`config.mk`:
```
export PLATFORM = sky130hd
export DESIGN_NAME = program_sequencer_flat
export DESIGN_NICKNAME = d
export VERILOG_FILES = /design/src/rtl/program_sequencer_if.sv /design/src/rtl/program_sequencer.sv /design/src/flat_wrapper.sv
export SDC_FILE = /design/constraint.sdc
export NUM_CORES = 1
export LEC_CHECK = 0
export ABC_AREA = 1
export BUFFER_PORTS_ARGS = -buffer_cell sky130_fd_sc_hd__buf_2
export CORE_UTILIZATION = 55
export CTS_CLUSTER_DIAMETER = 60
export DETAILED_ROUTE_END_ITERATION = 8
export PLACE_DENSITY_LB_ADDON = 0.05
export SKIP_LAST_GASP = 1
export SYNTH_ARGS = -nofsm -noshare
export SYNTH_HDL_FRONTEND = slang
export SYNTH_SLANG_ARGS = --single-unit
```
`constraint.sdc`:
```
create_clock -name clk -period 7.5 [get_ports clk]
set_input_delay 2.25 -clock clk [delete_from_list [all_inputs] [get_ports clk]]
set_output_delay 2.25 -clock clk [all_outputs]
set_load 0.05 [all_outputs]
```
`src/rtl/program_sequencer_if.sv`:
```
// Instruction-memory bus between program_sequencer and the instruction memory.
//   imem_addr  : word address (write address in LOAD, fetch address in FETCH)
//   imem_wdata : write data
//   imem_we    : one-cycle write strobe
//   imem_rdata : read data, valid one cycle after imem_addr
// master = sequencer side, slave = memory side.
interface program_sequencer_if #(
  parameter int unsigned ADDR_W = 4
) ();
  logic [ADDR_W-1:0] imem_addr;
  logic [31:0]       imem_wdata;
  logic              imem_we;
  logic [31:0]       imem_rdata;

  modport master (
    output imem_addr,
    output imem_wdata,
    output imem_we,
    input  imem_rdata
  );

  modport slave (
    input  imem_addr,
    input  imem_wdata,
    input  imem_we,
    output imem_rdata
  );
endinterface

```
`src/rtl/program_sequencer.sv`:
```
// program_sequencer: loads assembled instructions into instruction memory (prog=1) and
// runs the stored program against a 4x16 register file (prog=0).
// Ports:
//   clk, reset      : clock, synchronous active-high reset
//   prog            : 1 = load mode, 0 = run mode
//   inst            : assembled instruction {5'b0, op[2:0], 2'b0, src, 2'b0, dest, value[15:0]}
//   store_clk       : store strobe level; each rising edge stores one instruction
//   imem            : instruction memory bus (master side)
//   reg_sel/reg_out : display read port, reg_out = R[reg_sel]
//   pc, prog_len    : program counter, number of stored instructions (0..DEPTH)
//   state, halted   : FSM state code, HALT indicator
//   load_full       : sticky, store attempted with memory full
//   err_op          : sticky, undefined opcode executed
module program_sequencer #(
  parameter int unsigned ADDR_W = 4,
  parameter int unsigned DATA_W = 16
) (
  input  logic                clk,
  input  logic                reset,
  input  logic                prog,
  input  logic [31:0]         inst,
  input  logic                store_clk,
  program_sequencer_if.master imem,
  input  logic [1:0]          reg_sel,
  output logic [DATA_W-1:0]   reg_out,
  output logic [ADDR_W-1:0]   pc,
  output logic [ADDR_W:0]     prog_len,
  output logic [2:0]          state,
  output logic                halted,
  output logic                load_full,
  output logic                err_op
);

  localparam logic [ADDR_W:0] DepthL = (ADDR_W + 1)'(1 << ADDR_W);

  typedef enum logic [2:0] {
    StIdle  = 3'd0,
    StLoad  = 3'd1,
    StFetch = 3'd2,
    StWait  = 3'd3,
    StExec  = 3'd4,
    StHalt  = 3'd5
  } state_e;

  state_e              state_q, state_d;
  logic [ADDR_W-1:0]   pc_q, pc_d;
  logic [ADDR_W:0]     prog_len_q, prog_len_d;
  logic [31:0]         ir_q, ir_d;
  logic [DATA_W-1:0]   regs_q [4];
  logic [DATA_W-1:0]   regs_d [4];
  logic                store_q;
  logic                we_q, we_d;
  logic [31:0]         wdata_q, wdata_d;
  logic                load_full_q, load_full_d;
  logic                err_op_q, err_op_d;

  logic                store_evt;
  logic [2:0]          ir_op;
  logic [1:0]          ir_dest, ir_src;
  logic [DATA_W-1:0]   ir_val;
  logic [ADDR_W-1:0]   pc_next;
  logic                unused_ir;

  assign store_evt = store_clk & ~store_q;

  assign ir_op     = ir_q[26:24];
  assign ir_src    = ir_q[21:20];
  assign ir_dest   = ir_q[17:16];
  assign ir_val    = ir_q[DATA_W-1:0];
  assign unused_ir = ^{ir_q[31:27], ir_q[23:22], ir_q[19:18]};

  always_comb begin
    state_d     = state_q;
    pc_d        = pc_q;
    prog_len_d  = prog_len_q;
    ir_d        = ir_q;
    regs_d      = regs_q;
    we_d        = 1'b0;
    wdata_d     = wdata_q;
    load_full_d = load_full_q;
    err_op_d    = err_op_q;
    pc_next     = pc_q;

    unique case (state_q)
      StIdle: begin
        if (prog) begin
          state_d     = StLoad;
          prog_len_d  = '0;
          load_full_d = 1'b0;
        end else if (prog_len_q != '0) begin
          state_d = StFetch;
          pc_d    = '0;
        end
      end

      StLoad: begin
        // Count the word at the end of its write cycle so the address stays stable.
        if (we_q) begin
          prog_len_d = prog_len_q + (ADDR_W + 1)'(1);
        end
        if (store_evt) begin
          if (prog_len_q != DepthL) begin
            we_d    = 1'b1;
            wdata_d = inst;
          end else begin
            load_full_d = 1'b1;
          end
        end
        // Stay until any accepted or in-flight write has finished.
        if (!prog && !we_q && !we_d) begin
          if (prog_len_q != '0) begin
            state_d = StFetch;
            pc_d    = '0;
          end else begin
            state_d = StIdle;
          end
        end
      end

      StFetch: begin
        state_d = prog ? StLoad : StWait;
      end

      StWait: begin
        if (prog) begin
          state_d = StLoad;
        end else begin
          ir_d    = imem.imem_rdata;
          state_d = StExec;
        end
      end

      StExec: begin
        unique case (ir_op)
          3'd0: begin
            regs_d[ir_dest] = regs_q[ir_src] + ir_val;
            pc_next         = pc_q + ADDR_W'(1);
          end
          3'd7: begin
            pc_next = ir_val[ADDR_W-1:0];
          end
          default: begin
            pc_next  = pc_q + ADDR_W'(1);
            err_op_d = 1'b1;
          end
        endcase
        pc_d = pc_next;
        if (prog) begin
          state_d = StLoad;
        end else if ({1'b0, pc_next} >= prog_len_q) begin
          state_d = StHalt;
        end else begin
          state_d = StFetch;
        end
      end

      StHalt: begin
        if (prog) begin
          state_d = StLoad;
        end
      end

      default: begin
        state_d = StIdle;
      end
    endcase
  end

  always_ff @(posedge clk) begin
    if (reset) begin
      state_q     <= StIdle;
      pc_q        <= '0;
      prog_len_q  <= '0;
      ir_q        <= '0;
      regs_q      <= '{default: '0};
      store_q     <= 1'b0;
      we_q        <= 1'b0;
      wdata_q     <= '0;
      load_full_q <= 1'b0;
      err_op_q    <= 1'b0;
    end else begin
      state_q     <= state_d;
      pc_q        <= pc_d;
      prog_len_q  <= prog_len_d;
      ir_q        <= ir_d;
      regs_q      <= regs_d;
      store_q     <= store_clk;
      we_q        <= we_d;
      wdata_q     <= wdata_d;
      load_full_q <= load_full_d;
      err_op_q    <= err_op_d;
    end
  end

  always_comb begin
    imem.imem_addr = '0;
    if (state_q == StFetch) begin
      imem.imem_addr = pc_q;
    end else if (we_q) begin
      imem.imem_addr = prog_len_q[ADDR_W-1:0];
    end
  end

  assign imem.imem_we    = we_q;
  assign imem.imem_wdata = wdata_q;

  assign reg_out   = regs_q[reg_sel];
  assign pc        = pc_q;
  assign prog_len  = prog_len_q;
  assign state     = state_q;
  assign halted    = (state_q == StHalt);
  assign load_full = load_full_q;
  assign err_op    = err_op_q;

endmodule

```
`src/flat_wrapper.sv`:
```
// flat-port wrapper written by rule: the top's interface ports become plain ports
module program_sequencer_flat 
#(
  parameter int unsigned ADDR_W = 4,
  parameter int unsigned DATA_W = 16
)
  (clk, reset, prog, inst, store_clk, reg_sel, reg_out, pc, prog_len, state, halted, load_full, err_op, imem_imem_addr, imem_imem_wdata, imem_imem_we, imem_imem_rdata);
  program_sequencer_if #(.ADDR_W(ADDR_W)) imem_i ();
  input  logic clk;
  input  logic reset;
  input  logic prog;
  input  logic [31:0] inst;
  input  logic store_clk;
  input  logic [1:0] reg_sel;
  output logic [DATA_W-1:0] reg_out;
  output logic [ADDR_W-1:0] pc;
  output logic [ADDR_W:0] prog_len;
  output logic [2:0] state;
  output logic halted;
  output logic load_full;
  output logic err_op;
  output wire logic [$bits(imem_i.imem_addr)-1:0] imem_imem_addr;
  output wire logic [$bits(imem_i.imem_wdata)-1:0] imem_imem_wdata;
  output wire logic [$bits(imem_i.imem_we)-1:0] imem_imem_we;
  input wire logic [$bits(imem_i.imem_rdata)-1:0] imem_imem_rdata;
  assign imem_imem_addr = imem_i.imem_addr;
  assign imem_imem_wdata = imem_i.imem_wdata;
  assign imem_imem_we = imem_i.imem_we;
  assign imem_i.imem_rdata = imem_imem_rdata;
  program_sequencer #(.ADDR_W(ADDR_W), .DATA_W(DATA_W)) u_core (.clk(clk), .reset(reset), .prog(prog), .inst(inst), .store_clk(store_clk), .imem(imem_i), .reg_sel(reg_sel), .reg_out(reg_out), .pc(pc), .prog_len(prog_len), .state(state), .halted(halted), .load_full(load_full), .err_op(err_op));
endmodule
```
==> flow_summary_export.csv <==
group,metric,value,unit
run_status,status,"finished clean",
timing,setup_slack,1440,ps
synthesis,synthArstFlopShare,0,%
route,dr.pass1.iters,5,
floorplanning,coreArea,12700,sq um
layout,num-nets-final,1278,
synthesis,synth_fa_ha_area_share,4.11,%
synthesis,synth_top_family_by_area,"simple AND/OR/NAND/NOR gates",
power,leakage,4.02,nW
synthesis,avgSynthCellArea,6.63,sq um
setup_path,cp_max_fo,34,
cts,cts_tree,"yes",
route,drt_iter0_drc,574,
synthesis,ys_top_cells_by_area,"dfxtp_1, nand2_1, nor2_1",
placement,dp.cells,1338,
power,power.density,215,nW/um^2
power,combPwrFrac,12.2,%
grt,grtUsageTotal,29.2,%
power,ir_drop,151,uV
floorplanning,initial_core_util,56.7,%
route,ant_nets,0,
layout,final_common_cell,"nand2_1",
timing,fin_crit_sh,80.9,%
layout,drive_above_1_share,15.5,%
placement,gp_congestion,0.850,
synthesis,yosysWarnings,0,
cts,cts_hold_buf,0,
setup_path,crit_slowest_cell,"inv_1",
synthesis,synth-edff-count,0,
placement,io_buffers,128,
hold_path,hold_depth,2,
power,swShare,27.3,%
floorplanning,die_h,116,microns
timing,setup-tns-final,0,ps
layout,antenna_cells,0,
setup_path,worstSetupStartpointType,"primary input",
grt,grt.overflow.total,0,
timing,setup_viol,0,
synthesis,synth_compound_area_share,21.4,%
cts,clk_pin_slew,60,ps
grt,grt_antenna_before_repair,0,
setup_path,cpPeakStageDelay,740,ps
setup_path,cp_data_arrival_time,3810,ps
cts,cts_resized,0,
flow_run,drv_cap,0,
route,vias,7317,
hold_path,hold_path.class,"reg2reg",
route,wire_per_inst,13.9,microns
setup_path,rrSetupSlack,3810,ps
layout,final_cells,1370,
synthesis,yosysSeqAreaShare,37.6,%
placement,pre_cts_ws,1460,ps
timing,maxSlewHeadroom,30.5,%
setup_path,reg2reg_depth,15,
power,seqPwrFrac,41.0,%
cts,clock_sinks,135,
floorplanning,dieArea,13500,sq um
timing,fin_crit,6060,ps
setup_path,required,5250,ps
floorplanning,io_pins,138,
power,p_sw,0.496,mW
synthesis,synth_cell_types,33,
synthesis,netlist_instances,1084,
synthesis,yosys.area_share.simple,24.5,%
synthesis,synth-seq-cells,135,
route,vias_per_cell,5.34,
layout,mostFrequentLayoutCells,"nand2_1, nor2_1, inv_1",
synthesis,synth_area_leader_cell,"dfxtp_1",
placement,hpwl,12700,microns
timing,fin_skew,7.48,ps
cts,clk_latency,430,ps
synthesis,syn_nets,1177,
grt,grt_pass1_vias,6296,
synthesis,syn_area,7190,sq um
setup_path,criticalPathCategory,"in2out",
cts,clock-root-buffer,"clkbuf_16",
floorplanning,placementRows,41,
timing,slew_violations,0,
floorplanning,chipWidth,116,microns
grt,grt_pass1_wl,30300,microns
power,p_clk_share,46.7,%
synthesis,synthXorXnorAreaFrac,0.975,%
cts,numCtsBuffers,17,
setup_path,crit_top_cell,"buf_2",
timing,grt_setup_unrepaired,"false",
setup_path,end_kind,"output pin",
timing,clock.fmax,165,MHz
power,intPower,1.32,mW
timing,hold_viol,0,
cts,cts_max_level,4,
setup_path,cp_cell_sequence,"buf_2 -> inv_1 -> o21ai_0 -> o22ai_1 -> buf_2",
layout,syn2layout_area_growth,17.8,%
synthesis,netlist.area_leader.share,37.6,%
synthesis,synthMuxAreaShare,0,%
synthesis,synth_flop_cell,"dfxtp_1",
route,routed_wl,19000,microns
layout,fin_util,66.8,%
route,drcViolationCount,0,
grt,grt_max_degree,66,
cts,clockBufferDepth,2,
cts,postCtsSetupBuffers,0,
timing,worst_slew_pin_slew,1040,ps
[final timing paths]
| check | start | to |
|---|---|---|
| setup / recovery | reg_sel[0] | reg_out[4] |
| hold / removal | u_core.imem.imem_wdata[8] | u_core.imem.imem_wdata[8] |
| hold reg to reg | u_core.imem.imem_wdata[8] | u_core.imem.imem_wdata[8] |
| setup reg to reg | u_core.ir_q[21] | u_core.regs_q[40] |
[registers in the layout (all words and copies together) (netlist names)]
signal,cells
u_core.state,3
u_core.pc,4
u_core.prog_len,5
u_core.load_full,1
u_core.imem.imem_we,1
u_core.regs_q,64
u_core.store_q,1
u_core.ir_q,23
u_core.imem.imem_wdata,32
u_core.err_op,1
[power by group through the flow]
| stage | Clock (mW) | Combinational (mW) | Sequential, mW |
|---|---|---|---|
| floorplan | 0 | 0.115 | 0.808 |
| finish | 0.850 | 0.223 | 0.747 |
| detailed placement | 0 | 0.221 | 0.762 |
| global route | 0.891 | 0.242 | 0.749 |
| CTS | 0.858 | 0.222 | 0.747 |
| global placement | 0 | 0.219 | 0.762 |
[logic make-up (layout without fill, tap and decap cells)]
group	after synthesis	in the layout
simple gates	420	420
compound gates	289	289
buf+inv	209	323
flops	135	135
fa+ha+maj	23	23
xor+xnor	8	8
[critical path: cells and delay by family]
family / cells / cell delay (ps)
buf+inv: 3 / 1150
compound gates: 2 / 410
[per-layer routing]
metal | up-vias | share of wire, % | GRT usage, % | routed length, microns
li1 | 3728 | - | - | -
met1 | 3287 | 46 | 39.1 | 8820
met2 | 266 | 43 | 45.2 | 8230
met3 | 36 | 8.3 | 7.16 | 1580
met4 | 0 | 2.1 | 11.3 | 391
met5 | - | 0 | 0 | 0
[final cells by class]
type	count	area (sq um)
Sequential cell	135	2700
Multi-Input combinational cell	740	3670
Inverter	155	582
Fill cell	1202	4200
Clock inverter	12	151
Clock buffer	20	447
Timing Repair Buffer	136	701
Tap cell	172	215
[cell usage after synthesis (3+ instances only)]
master and number:
a21oi_1 92, buf_1 6, buf_2 12, buf_4 6
clkbuf_1 30, dfxtp_1 135, ha_1 22, inv_1 146
inv_2 8, nand2_1 167, nand3_1 68, nand3b_1 3
nand4_1 8, nor2_1 160, nor3_1 4, nor3_4 3
o211ai_1 4, o21a_1 16, o21ai_0 105, o21ai_1 42
o22ai_1 27, or2_2 3, xnor2_1 5, xor2_1 3
[per-stage QoR]
stage,instance area [sq um],total power [mW],hold WS [ps]
floorplan,7190,0.923,440
global placement,7870,0.981,430
detailed placement,7870,0.984,433
CTS,8470,1.83,442
global route,8470,1.88,455
finish,8470,1.82,440
No activity file was read; power rests on OpenSTA's default activity.
